**src/rtl/gpu_clutloader.sv**
```systemverilog
// gpu_clutloader
//   Palette (CLUT) fetch engine. Driven by gpu_clutManager: when a palette load is
//   requested it reads each 16-entry packet (8 x 32-bit beats) from VRAM and writes
//   it into the CLUT cache RAM, pulsing o_incClutCount per packet and
//   o_endClutLoading once the manager reports no packets left.
//
// Ports
//   i_clk, i_nrst                 clock, synchronous active-low reset
//   i_isLoadingPalette            manager: load requested / in progress
//   i_adrClutCacheUpdate[14:0]    manager: VRAM packet address (32-byte units)
//   i_currentClutBlock[3:0]       manager: packet index
//   i_stillRemainingClutPacket    manager: more packets to fetch
//   o_incClutCount                pulse: packet fully written
//   o_endClutLoading              pulse: load finished
//   o_memReq / o_memAdr           VRAM read request and address
//   i_memAck                      arbiter accepted request
//   i_memDataValid / i_memData    read beat
//   o_clutWrEn/Adr/Data           CLUT cache write port, address {block, beat}
//   o_busy                        engine not idle
module gpu_clutloader #(
    parameter int BEAT_LOG2 = 3,
    parameter int DATA_W    = 32
) (
    input  logic                   i_clk,
    input  logic                   i_nrst,
    input  logic                   i_isLoadingPalette,
    input  logic [14:0]            i_adrClutCacheUpdate,
    input  logic [3:0]             i_currentClutBlock,
    input  logic                   i_stillRemainingClutPacket,
    output logic                   o_incClutCount,
    output logic                   o_endClutLoading,
    output logic                   o_memReq,
    output logic [14:0]            o_memAdr,
    input  logic                   i_memAck,
    input  logic                   i_memDataValid,
    input  logic [DATA_W-1:0]      i_memData,
    output logic                   o_clutWrEn,
    output logic [3+BEAT_LOG2:0]   o_clutWrAdr,
    output logic [DATA_W-1:0]      o_clutWrData,
    output logic                   o_busy
);

    typedef enum logic [2:0] {
        S_IDLE,
        S_REQ,
        S_DATA,
        S_INC,
        S_CHECK,
        S_END,
        S_GUARD
    } state_t;

    localparam logic [BEAT_LOG2-1:0] LAST_BEAT = '1;

    state_t                 r_state;
    state_t                 w_next;
    logic [14:0]            r_adr;
    logic [3:0]             r_blk;
    logic [BEAT_LOG2-1:0]   r_beat;
    logic                   w_wr;

    // Beats are only accepted while in DATA; stray beats elsewhere never write.
    assign w_wr = (r_state == S_DATA) && i_memDataValid;

    // State register
    always_ff @(posedge i_clk) begin
        if (!i_nrst) begin
            r_state <= S_IDLE;
        end else begin
            r_state <= w_next;
        end
    end

    // Packet address, block index and beat counter
    always_ff @(posedge i_clk) begin
        if (!i_nrst) begin
            r_adr  <= '0;
            r_blk  <= '0;
            r_beat <= '0;
        end else begin
            if ((r_state == S_IDLE && i_isLoadingPalette) ||
                (r_state == S_CHECK && i_stillRemainingClutPacket)) begin
                r_adr <= i_adrClutCacheUpdate;
                r_blk <= i_currentClutBlock;
            end
            if (r_state == S_REQ && i_memAck) begin
                r_beat <= '0;
            end else if (w_wr) begin
                r_beat <= r_beat + BEAT_LOG2'(1);
            end
        end
    end

    // Next-state logic
    always_comb begin
        w_next = r_state;
        case (r_state)
            S_IDLE:  if (i_isLoadingPalette) w_next = S_REQ;
            S_REQ:   if (i_memAck) w_next = S_DATA;
            S_DATA:  if (w_wr && r_beat == LAST_BEAT) w_next = S_INC;
            S_INC:   w_next = S_CHECK;
            S_CHECK: w_next = i_stillRemainingClutPacket ? S_REQ : S_END;
            S_END:   w_next = S_GUARD;
            S_GUARD: w_next = S_IDLE;
            default: w_next = S_IDLE;
        endcase
    end

    // Outputs; address/data buses are zeroed when not qualified
    always_comb begin
        o_memReq         = 1'b0;
        o_memAdr         = '0;
        o_clutWrEn       = 1'b0;
        o_clutWrAdr      = '0;
        o_clutWrData     = '0;
        o_incClutCount   = 1'b0;
        o_endClutLoading = 1'b0;
        o_busy           = (r_state != S_IDLE);
        case (r_state)
            S_REQ: begin
                o_memReq = 1'b1;
                o_memAdr = r_adr;
            end
            S_DATA: begin
                if (w_wr) begin
                    o_clutWrEn   = 1'b1;
                    o_clutWrAdr  = {r_blk, r_beat};
                    o_clutWrData = i_memData;
                end
            end
            S_INC:   o_incClutCount   = 1'b1;
            S_END:   o_endClutLoading = 1'b1;
            default: ;
        endcase
    end

endmodule

```
**config.mk**
```make
export PLATFORM = sky130hd
export DESIGN_NAME = gpu_clutloader
export DESIGN_NICKNAME = d
export VERILOG_FILES = /design/src/rtl/gpu_clutloader.sv
export SDC_FILE = /design/constraint.sdc
export NUM_CORES = 1
export LEC_CHECK = 0
export BUFFER_PORTS_ARGS = -buffer_cell sky130_fd_sc_hd__clkbuf_2
export CORE_AREA = 2 2 56 72
export CTS_BUF_LIST = sky130_fd_sc_hd__clkbuf_8 sky130_fd_sc_hd__clkbuf_16
export DETAILED_ROUTE_END_ITERATION = 8
export DIE_AREA = 0 0 58 74
export PLACE_DENSITY = 0.83
export RECOVER_POWER = 25
export SLEW_MARGIN = 20
export SYNTH_ARGS = -nofsm -noshare
export SYNTH_HDL_FRONTEND = slang
export SYNTH_SLANG_ARGS = --single-unit
```
**constraint.sdc**
```tcl
create_clock -name i_clk -period 3.85 [get_ports i_clk]
set_input_delay 0.5775 -clock i_clk [delete_from_list [all_inputs] [get_ports i_clk]]
set_output_delay 0.5775 -clock i_clk [all_outputs]
set_load 0.005 [all_outputs]
```
==> metrics.md <==
| Metric | Value |
|---|---|
| Seq/Total Area, Yosys | `33.3%` |
| H-tree levels | `1` |
| Status | `finished with violations` |
| Area grow syn2layout | `39.9%` |
| Setup WS pre-CTS | `1.54 ns` |
| Layout net count | `346` |
| Final Core Density | `58.0%` |
| DR vias | `1488` |
| Total setup buffers inserted after CTS | `0` |
| Hold bufs inserted after CTS | `0` |
| Cell variety after synth | `24` |
| Tightest Pin Transition | `1.60 ns` |
| Area taken by multi-input logic gates | `913 um2` |
| Top-area cell type share of the netlist area | `33.3%` |
| First-pass iteration count of the detailed router | `4` |
| Post-synthesis area per instance | `8.31 um2` |
| Slew Viols, Final | `43` |
| Post-Syn Instances | `181` |
| Post-CTS resize count | `0` |
| Period utilization | `66.1%` |
| Synth area leaders | `dfxtp_1 33%, and2_1 22%, mux2i_1 15%` |
| CTS Buf Count | `3` |
| Clk_lat worst skew | `0.26 ns` |
| Fillers | `363` |
| VDD IR max | `0.244 mV` |
| Clk buf depth | `2` |
| Synth Area in Simple Gates | `39.8%` |
| Worst flop-to-flop path startpoint | `r_state[0]` |
| Number of global-route vias before repair | `1298` |
| Req. time, crit path | `3.27 ns` |
| Total clock sinks | `25` |
| Failing checks | `max-capacitance violations, max-slew violations` |
| Die H | `74 um` |
| Initial core utilization | `41.4%` |
| Post-Syn Area | `0.00150 mm2` |
| Total grt overflow | `0` |
| Register area | `500 um2` |
| Leading area contributor after synthesis | `dfxtp_1` |
| CORE AREA | `0.00363 mm2` |
| Hold Crit Start | `r_blk[3]` |
| Drt wl/cell | `10.8 um` |
| Top-Level Pins | `116` |
| Adder-cell share of the synthesized area | `1.66%` |
| Static Leak | `1.14 nW` |
| Achievable frequency | `393 MHz` |
| Final hold vios | `0` |
| Maximum net fanout on the critical path | `18` |
| Largest family of logic cells by synthesized area | `simple AND/OR/NAND/NOR gates` |
| Slew HR | `-6.94%` |
| Routed Antenna Nets | `0` |
| First-pass GRT wire length | `5260 um` |
| Pwr/cell area | `266 mW/mm2` |
| Routed Wire Length | `3510 um` |
| Die area | `0.00429 mm2` |
| Root Driver | `clkbuf_8` |
| RSZ-0062 raised after global routing | `false` |
| Worst Hold Depth | `2` |
| Setup CP Type | `reg -> out` |
| Final WS setup | `1.31 ns` |
| Max-cap violations | `1` |
| Gr usage total | `15.4%` |
| Diode count | `0` |
| Die width | `58 um` |
| Final setup TNS | `0 ns` |
| Initial antenna violation count | `0` |
| Clk pin slew, worst setup/hold paths | `0.08 ns` |
| Placer congestion estimate | `0.756` |
| Via-to-Cell Ratio | `4.56` |
| Port Buffer Count | `115` |
| Num rows | `25` |
| Syn_nets | `240` |
| R2R cell count | `3` |
| DRT iter0 DRCs | `31` |
| Synth Area in Compound Gates | `2.66%` |
| Hpwl dp | `2740 um` |
| Largest net degree at the start of global routing | `44` |
| Hold Crit Class | `reg -> reg` |
| Mux share of post-synthesis cell area | `14.6%` |
| Critical Path Source | `r_state[0]` |
| Share of cells above drive strength 1 | `42.7%` |
| CP startpoint kind | `flop` |
| Xor-xnor portion of the synthesized cell area | `0.582%` |
| Setup skew after layout | `0.00185 ns` |
| Hold Slack | `0.455 ns` |
| CTS tree | `yes` |
| Worst Path Arrival | `1.97 ns` |
| #FFs+latches synth | `25` |
| Minimum clock period | `2.54 ns` |
| CP Capture Type | `primary output` |
| DRC viols | `0` |
| # setup viols final | `0` |
| Synth warnings | `0` |
==> path summary, 6_finish.rpt <==
path / slack (ns) / end
setup reg to reg: 2.07 / r_beat[0]
setup / recovery: 1.31 / o_memAdr[13]
hold / removal: 0.46 / r_blk[3]
hold reg to reg: 0.46 / r_blk[3]
==> critical path, stage by stage (launching register included) <==
cell	delay [ns]
dfxtp_1	0.55
nor3b_2	0.80
and2_1	0.24
clkbuf_2	0.11
==> through the flow <==
step           cells  instance area, um2  power, W
2_1_floorplan    181                1500  0.000375
3_3_place_gp     321                2050  0.000417
3_5_place_dp     321                2050  0.000421
4_1_cts          325                2090  0.000568
5_1_grt          326                2100  0.000600
6_report         326                2100  0.000561
==> routing by layer <==
layer  wire, um  vias to the layer above  global-route usage, %
li1           -                      780                      -
met1       1320                      646                   15.6
met2       1830                       60                   30.2
met3        320                        2                   3.48
met4         36                        0                   5.43
met5          0                        -                      0
==> state kept, by name, summed over array words and instances, names as in the netlist <==
name / flops
r_state: 3
r_blk: 4
r_beat: 3
r_adr: 15
==> power breakdown <==
group | total, W | leakage, nW | switching (W) | internal (W)
clock network | 0.000145 | 0.0269 | 0.0000735 | 0.0000710
registers | 0.000292 | 0.205 | 0.0000144 | 0.000278
logic | 0.000123 | 0.913 | 0.0000552 | 0.0000683
==> synthesized netlist by cell type <==
| master | count |
|---|---|
| and2_1 | 54 |
| nand2_1 | 39 |
| dfxtp_1 | 25 |
| mux2i_1 | 22 |
| clkbuf_1 | 5 |
| nor2_1 | 5 |
| buf_2 | 4 |
| buf_4 | 4 |
| nor3b_1 | 3 |
| o21a_1 | 3 |
| buf_6 | 2 |
| ha_1 | 2 |
| nor2b_1 | 2 |
| a211oi_1 | 1 |
| a21bo_2 | 1 |
| and3b_1 | 1 |
| buf_12 | 1 |
| nand3b_1 | 1 |
| nor3_1 | 1 |
| nor3_2 | 1 |
| nor3b_2 | 1 |
| nor4bb_1 | 1 |
| or3_1 | 1 |
| xnor2_1 | 1 |
==> kinds of logic (layout without fill, tap and decap cells) <==
logic type	after synthesis	count (layout)
compound gates	5	5
xor+xnor	1	1
fa+ha+maj	2	2
buf+inv	16	121
flops	25	25
mux	22	22
simple gates	110	110
==> layout make-up <==
class                      instances  share of cell area, %
clock buffer                       3                   1.96
sequential                        25                   23.8
timing repair buffer             117                   28.3
tap                               40                   2.38
clock inverter                     1                  0.178
multi-input combinational        140                   43.4
==> layout by cell type, fill, tap and decap left out, types with 2 or more instances in the layout <==
master      n
nor2b_1     2
nor2_1      5
ha_1        2
o21a_1      3
dfxtp_1    25
nor3b_1     3
clkbuf_2  113
mux2i_1    22
nand2_1    39
clkbuf_1    2
clkbuf_8    3
and2_1     54
Note: power is estimated with default switching activity, not from simulation.
